`src/rtl/mult_unit_pkg.sv`:
```
// Shared definitions for the sequential HI/LO multiplier: state encoding and
// default operand width / terminal iteration count.
package mult_unit_pkg;

  localparam int MU_WIDTH = 32;
  localparam int MU_LAST  = MU_WIDTH - 1;

  typedef enum logic [1:0] {
    MU_IDLE = 2'd0,
    MU_RUN  = 2'd1,
    MU_DONE = 2'd2
  } mu_state_e;

endpackage

```
`src/rtl/mult_unit_adder32.sv`:
```
// Ripple-carry adder used for the partial-product add and for the
// two's-complement negations (operand magnitude and product sign fix-up).
module adder32
  import mult_unit_pkg::*;
#(
  parameter int WIDTH = MU_WIDTH
) (
  output logic [WIDTH-1:0] S,
  output logic             Cout,
  input  logic [WIDTH-1:0] A,
  input  logic [WIDTH-1:0] B,
  input  logic             Cin
);

  logic [WIDTH:0] carry_s;

  // Bit-serial carry chain, LSB first.
  always_comb begin
    S          = {WIDTH{1'b0}};
    carry_s    = {(WIDTH + 1){1'b0}};
    carry_s[0] = Cin;
    for (int i = 0; i < WIDTH; i++) begin
      S[i]         = A[i] ^ B[i] ^ carry_s[i];
      carry_s[i+1] = (A[i] & B[i]) | (A[i] & carry_s[i]) | (B[i] & carry_s[i]);
    end
  end

  assign Cout = carry_s[WIDTH];

endmodule

```
`src/rtl/mult_unit.sv`:
```
// Sequential shift-add multiplier for mult/multu. Works on operand magnitudes,
// resolves one multiplier bit per cycle and fixes the sign of the 2*WIDTH-bit
// product while writing HI/LO.
module mult_unit
  import mult_unit_pkg::*;
#(
  parameter int WIDTH = MU_WIDTH
) (
  input  logic             clk,
  input  logic             reset,
  input  logic             start,
  input  logic             signed_op,
  input  logic [WIDTH-1:0] A,
  input  logic [WIDTH-1:0] B,
  output logic             busy,
  output logic             done,
  output logic [WIDTH-1:0] HI,
  output logic [WIDTH-1:0] LO
);

  localparam int             CW   = $clog2(WIDTH);
  localparam logic [CW-1:0]  LAST = CW'(WIDTH - 1);

  mu_state_e        state_r, state_s;
  logic [WIDTH:0]   acc_r;
  logic [WIDTH-1:0] mplier_r, mcand_r;
  logic [CW-1:0]    cnt_r;
  logic             neg_r, busy_r, done_r;
  logic [WIDTH-1:0] hi_r, lo_r;

  logic             take_start_s;
  logic             neg_a_s, neg_b_s;
  logic [WIDTH-1:0] a_neg_s, b_neg_s, mag_a_s, mag_b_s;
  logic             a_cout_unused_s, b_cout_unused_s, hi_cout_unused_s;
  logic [WIDTH-1:0] pp_sum_s;
  logic             pp_cout_s;
  logic [WIDTH:0]   acc_t_s;
  logic [2*WIDTH-1:0] prod_s;
  logic [WIDTH-1:0] lo_neg_s, hi_neg_s;
  logic             lo_cout_s;

  // A new request is accepted in IDLE and, back-to-back, in DONE; never in RUN.
  assign take_start_s = start & ((state_r == MU_IDLE) | (state_r == MU_DONE));

  // Operand magnitudes: negate only for signed ops with the sign bit set.
  // 0x80000000 negates to itself, which is the correct unsigned magnitude.
  assign neg_a_s = signed_op & A[WIDTH-1];
  assign neg_b_s = signed_op & B[WIDTH-1];

  adder32 #(.WIDTH(WIDTH)) u_mag_a (
    .S(a_neg_s), .Cout(a_cout_unused_s), .A(~A), .B({WIDTH{1'b0}}), .Cin(1'b1)
  );
  adder32 #(.WIDTH(WIDTH)) u_mag_b (
    .S(b_neg_s), .Cout(b_cout_unused_s), .A(~B), .B({WIDTH{1'b0}}), .Cin(1'b1)
  );

  assign mag_a_s = neg_a_s ? a_neg_s : A;
  assign mag_b_s = neg_b_s ? b_neg_s : B;

  // Partial-product add; the carry lands in acc bit WIDTH before the shift.
  adder32 #(.WIDTH(WIDTH)) u_pp_add (
    .S(pp_sum_s), .Cout(pp_cout_s), .A(acc_r[WIDTH-1:0]), .B(mcand_r), .Cin(1'b0)
  );

  assign acc_t_s = mplier_r[0] ? {pp_cout_s, pp_sum_s} : acc_r;

  // Product sign fix-up: LO negates with carry-in 1, HI chains LO's carry.
  assign prod_s = {acc_r[WIDTH-1:0], mplier_r};

  adder32 #(.WIDTH(WIDTH)) u_neg_lo (
    .S(lo_neg_s), .Cout(lo_cout_s), .A(~prod_s[WIDTH-1:0]), .B({WIDTH{1'b0}}), .Cin(1'b1)
  );
  adder32 #(.WIDTH(WIDTH)) u_neg_hi (
    .S(hi_neg_s), .Cout(hi_cout_unused_s), .A(~prod_s[2*WIDTH-1:WIDTH]), .B({WIDTH{1'b0}}),
    .Cin(lo_cout_s)
  );

  // State register.
  always_ff @(posedge clk) begin
    if (reset) begin
      state_r <= MU_IDLE;
    end else begin
      state_r <= state_s;
    end
  end

  // Next-state decode.
  always_comb begin
    state_s = state_r;
    case (state_r)
      MU_IDLE: begin
        if (start) state_s = MU_RUN;
        else       state_s = MU_IDLE;
      end
      MU_RUN: begin
        if (cnt_r == LAST) state_s = MU_DONE;
        else               state_s = MU_RUN;
      end
      MU_DONE: begin
        if (start) state_s = MU_RUN;
        else       state_s = MU_IDLE;
      end
      default: state_s = MU_IDLE;
    endcase
  end

  // Datapath: operand latch on accept, one shift-add step per RUN cycle,
  // HI/LO written only when leaving DONE so partial products never show.
  always_ff @(posedge clk) begin
    if (reset) begin
      acc_r    <= {(WIDTH + 1){1'b0}};
      mplier_r <= {WIDTH{1'b0}};
      mcand_r  <= {WIDTH{1'b0}};
      cnt_r    <= {CW{1'b0}};
      neg_r    <= 1'b0;
      hi_r     <= {WIDTH{1'b0}};
      lo_r     <= {WIDTH{1'b0}};
    end else begin
      if (take_start_s) begin
        mcand_r  <= mag_a_s;
        mplier_r <= mag_b_s;
        neg_r    <= signed_op & (A[WIDTH-1] ^ B[WIDTH-1]);
        acc_r    <= {(WIDTH + 1){1'b0}};
        cnt_r    <= {CW{1'b0}};
      end else if (state_r == MU_RUN) begin
        acc_r    <= {1'b0, acc_t_s[WIDTH:1]};
        mplier_r <= {acc_t_s[0], mplier_r[WIDTH-1:1]};
        cnt_r    <= cnt_r + CW'(1);
      end
      if (state_r == MU_DONE) begin
        hi_r <= neg_r ? hi_neg_s : prod_s[2*WIDTH-1:WIDTH];
        lo_r <= neg_r ? lo_neg_s : prod_s[WIDTH-1:0];
      end
    end
  end

  // Registered status flags derived from the next state.
  always_ff @(posedge clk) begin
    if (reset) begin
      busy_r <= 1'b0;
      done_r <= 1'b0;
    end else begin
      busy_r <= (state_s != MU_IDLE);
      done_r <= (state_s == MU_DONE);
    end
  end

  assign busy = busy_r;
  assign done = done_r;
  assign HI   = hi_r;
  assign LO   = lo_r;

endmodule

```
`config.mk`:
```
export PLATFORM = sky130hd
export DESIGN_NAME = mult_unit
export DESIGN_NICKNAME = d
export VERILOG_FILES = /design/src/rtl/mult_unit_pkg.sv /design/src/rtl/mult_unit_adder32.sv /design/src/rtl/mult_unit.sv
export SDC_FILE = /design/constraint.sdc
export NUM_CORES = 1
export LEC_CHECK = 0
export ABC_CLOCK_PERIOD_IN_PS = 14100
export BUFFER_PORTS_ARGS = -buffer_cell sky130_fd_sc_hd__clkbuf_2
export CELL_PAD_IN_SITES_DETAIL_PLACEMENT = 2
export CELL_PAD_IN_SITES_GLOBAL_PLACEMENT = 2
export CORE_UTILIZATION = 37
export DETAILED_ROUTE_END_ITERATION = 10
export GPL_TIMING_DRIVEN = 0
export PLACE_DENSITY_LB_ADDON = 0.25
export SYNTH_ARGS = -nofsm -noshare
export SYNTH_HDL_FRONTEND = slang
export SYNTH_SLANG_ARGS = --single-unit
```
`constraint.sdc`:
```
create_clock -name clk -period 14.1 [get_ports clk]
set_clock_uncertainty 0.2 [all_clocks]
set_input_delay 1.41 -clock clk [delete_from_list [all_inputs] [get_ports clk]]
set_output_delay 1.41 -clock clk [all_outputs]
set_load 0.05 [all_outputs]
```
==> flow_summary.yaml <==
pwr:
  finalPower_w: 0.00123
  powerDensity_nw_per_um2: 101
  p_leak_nw: 5.35
  peakVddDrop_uv: 75.6
grt:
  antenna_found_initial: 0
  grt_usage: 0.233
  grt_pass1_wl_um: 51800
  grt_max_degree: 17
  grt_overflow_total: 0
  grt_pass1_vias: 9616
clock_network:
  clkSinkCount: 170
  insertion_delay_ns: 0.44
  cts_setup_buffers: 0
  cts-htree-levels: 4
  clock_path_buffers: 2
  cts_tree: "yes"
  cts_buffers: 17
  cts_root_buffer: "clkbuf_16"
  cts.clk_slew.worst_paths_ns: 0.06
route:
  drt_iter0_drc: 316
  wl_per_cell_um: 19.8
  wl_met1_um: 14600
  wl_met3_um: 790
  dr.max_layer_used: "met4"
  routed_via_density: 5.23
  drcViolationCount: 0
  antenna_left: 0
  drt-total-wl_um: 32700
  first_pass_iters: 6
  via_count: 8641
  wl_met2_um: 16400
floorplanning:
  dieArea_sq_um: 28800
  ioPinCount: 134
  start_util: 0.375
  core-area_sq_um: 27700
  die_h_um: 170
  die_w_um: 170
  rows: 61
logic_synthesis:
  yosys.cell_types.count: 36
  synth_cells: 1111
  ys_seq_area_frac: 0.327
  synthesis.area_sq_um: 10400
  synth.ff_latch_count: 170
  yosysWarnings: 0
  syn_area_per_cell_sq_um: 9.36
  synth_fp_nets: 1335
run:
  drv_cap: 0
timing:
  worst_pin_slew_ns: 0.703
  slew_violations: 0
  rsz0062_at_grt: "no"
  setup_ws_ns: 0.438
  max_freq_mhz: 73.2
  post-route-period-util: 0.969
  slew_headroom: 0.532
  finalCriticalPeriod_ns: 13.66
  hold_viol: 0
  setup_tns_ns: 0
  final-setup-viol-count: 0
worst_setup_path:
  cp-end-kind: "flop"
  max_stage_delay_ns: 0.51
  crit_top_cell: "fa_1"
  start_kind: "flop"
  crit_type: "flop to flop"
  path_delay_family: "adder cells"
  crit_required_ns: 14.26
  crit_fanout: 5
  cp.arrival_ns: 13.82
  cp_num_buf_inv: 0
  critical-path-slowest-cell: "fa_1"
final_layout:
  ff_latch_area_sq_um: 3400
  diodes: 0
  syn_to_final_growth_pct: 16.7
  multi_input_area_sq_um: 6030
  final_nets: 1486
  layoutNonFillerInstCount: 1653
  drive_above_1_share: 0.205
  fill_cells: 3093
place:
  dp.cells: 1621
  pre_cts_ws_ns: 0.485
  place_congestion: 0.770
  io_buffers: 132
  dp_hpwl_um: 24000
run_status:
  status: "finished clean"
hold_path:
  holdCritPathClass: "flop to flop"
-- stage by stage --
step	utilization	area, sq um	hold WS, ns
6_report	0.438	12100	0.278
5_1_grt	0.438	12100	0.290
4_1_cts	0.438	12100	0.280
3_5_place_dp	0.416	11500	0.270
3_3_place_gp	0.416	11500	0.248
2_1_floorplan	-	10400	0.240
-- kinds of logic (layout without fill, tap and decap cells) --
| family | after synthesis | in the layout | synth area share |
|---|---|---|---|
| AND/OR/NAND/NOR | 218 | 218 | 0.0879 |
| buffers and inverters | 208 | 372 | 0.0940 |
| adder cells (fa/ha/maj) | 156 | 156 | 0.210 |
| multiplexers | 125 | 125 | 0.120 |
| AO/OA/AOI/OAI | 230 | 230 | 0.157 |
| flip-flops | 170 | 170 | 0.327 |
| XOR/XNOR | 4 | 4 | 0.00337 |
-- layer usage --
metal | GRT usage | vias up
met5 | 0 | -
met2 | 0.411 | 147
met1 | 0.288 | 4291
met3 | 0.0275 | 54
met4 | 0.0893 | 0
li1 | - | 4149
-- Yosys cell counts --
| cell | number | area, sq um |
|---|---|---|
| mux2i_1 | 124 | 1240 |
| a21oi_1 | 11 | 55.1 |
| nor2b_1 | 3 | 18.8 |
| nand3_1 | 5 | 25.0 |
| o21ai_1 | 1 | 5.00 |
| buf_4 | 14 | 105 |
| and2b_1 | 1 | 7.51 |
| xor2_1 | 2 | 17.5 |
| nand2_4 | 1 | 11.3 |
| nand2_1 | 70 | 263 |
| dfxtp_1 | 170 | 3400 |
| nor3_1 | 30 | 150 |
| nand2b_1 | 3 | 18.8 |
| mux2_2 | 1 | 11.3 |
| a22oi_1 | 1 | 7.51 |
| nand3b_1 | 1 | 7.51 |
| buf_6 | 11 | 124 |
| a211oi_1 | 97 | 728 |
| buf_2 | 37 | 185 |
| inv_2 | 1 | 3.75 |
| or3_1 | 1 | 6.26 |
| inv_1 | 125 | 469 |
| and2_1 | 2 | 12.5 |
| nand2b_2 | 1 | 8.76 |
| ha_1 | 125 | 1560 |
| xnor2_1 | 2 | 17.5 |
| o21ai_0 | 63 | 315 |
| fa_1 | 31 | 621 |
| clkbuf_4 | 4 | 30.0 |
| and3_1 | 3 | 18.8 |
| nand2_2 | 1 | 6.26 |
| nor2_1 | 96 | 360 |
| a211oi_2 | 26 | 325 |
| a31oi_1 | 30 | 188 |
| clkbuf_1 | 16 | 60.1 |
| a311oi_1 | 1 | 8.76 |
-- placed cells by master, fill, tap and decap left out, drive strengths merged, types with 2 or more instances in the layout --
| cell type | instances |
|---|---|
| mux2i | 124 |
| a31oi | 30 |
| nor2b | 3 |
| bufinv | 2 |
| xnor2 | 2 |
| and3 | 3 |
| and2 | 2 |
| clkinv | 2 |
| clkinvlp | 4 |
| buf | 62 |
| nand2 | 72 |
| clkbuf | 175 |
| o21ai | 64 |
| dfxtp | 170 |
| a211oi | 123 |
| nor2 | 96 |
| nand3 | 5 |
| fa | 31 |
| xor2 | 2 |
| inv | 127 |
| a21oi | 11 |
| nor3 | 30 |
| ha | 125 |
| nand2b | 4 |
-- power breakdown --
group | switching, W | internal [W] | total [W]
logic | 0.000123 | 0.0000815 | 0.000205
registers | 0.0000274 | 0.000504 | 0.000531
clock network | 0.000211 | 0.000281 | 0.000492
-- layout make-up --
cell class	count	area share
plain buffers	82	0.0415
repair buffers	132	0.0544
well taps	378	0.0390
clock buffers	23	0.0402
flip-flops and latches	170	0.280
clock inverters	9	0.00927
multi-input cells	733	0.496
inverters	126	0.0390
-- repair_timing --
item / 4_1_cts / 5_1_grt
setup endpoints to repair: 0 / 1
hold buffers: 0 / 0
gates resized for setup: 0 / 3
-- registers in the layout (all words and copies together), names as in the netlist --
signal,cells
HI,32
LO,32
acc_r,32
mcand_r,32
mplier_r,32
cnt_r,5
state_r,2
busy,1
done,1
neg_r,1
-- path summary, 6_finish.rpt --
path,start,to,slack [ns],cells after the start
setup / recovery,acc_r[0],acc_r[30],0.44,34
hold / removal,cnt_r[4],cnt_r[4],0.28,2
setup reg to reg,acc_r[0],acc_r[30],0.44,34
hold reg to reg,cnt_r[4],cnt_r[4],0.28,2
-- tightest hold or removal path: stages, from the launching register on --
cell and delay, ns:
dfxtp_1 0.32, nand2_1 0.06, a21oi_1 0.06
No activity file was read; power rests on OpenSTA's default activity.
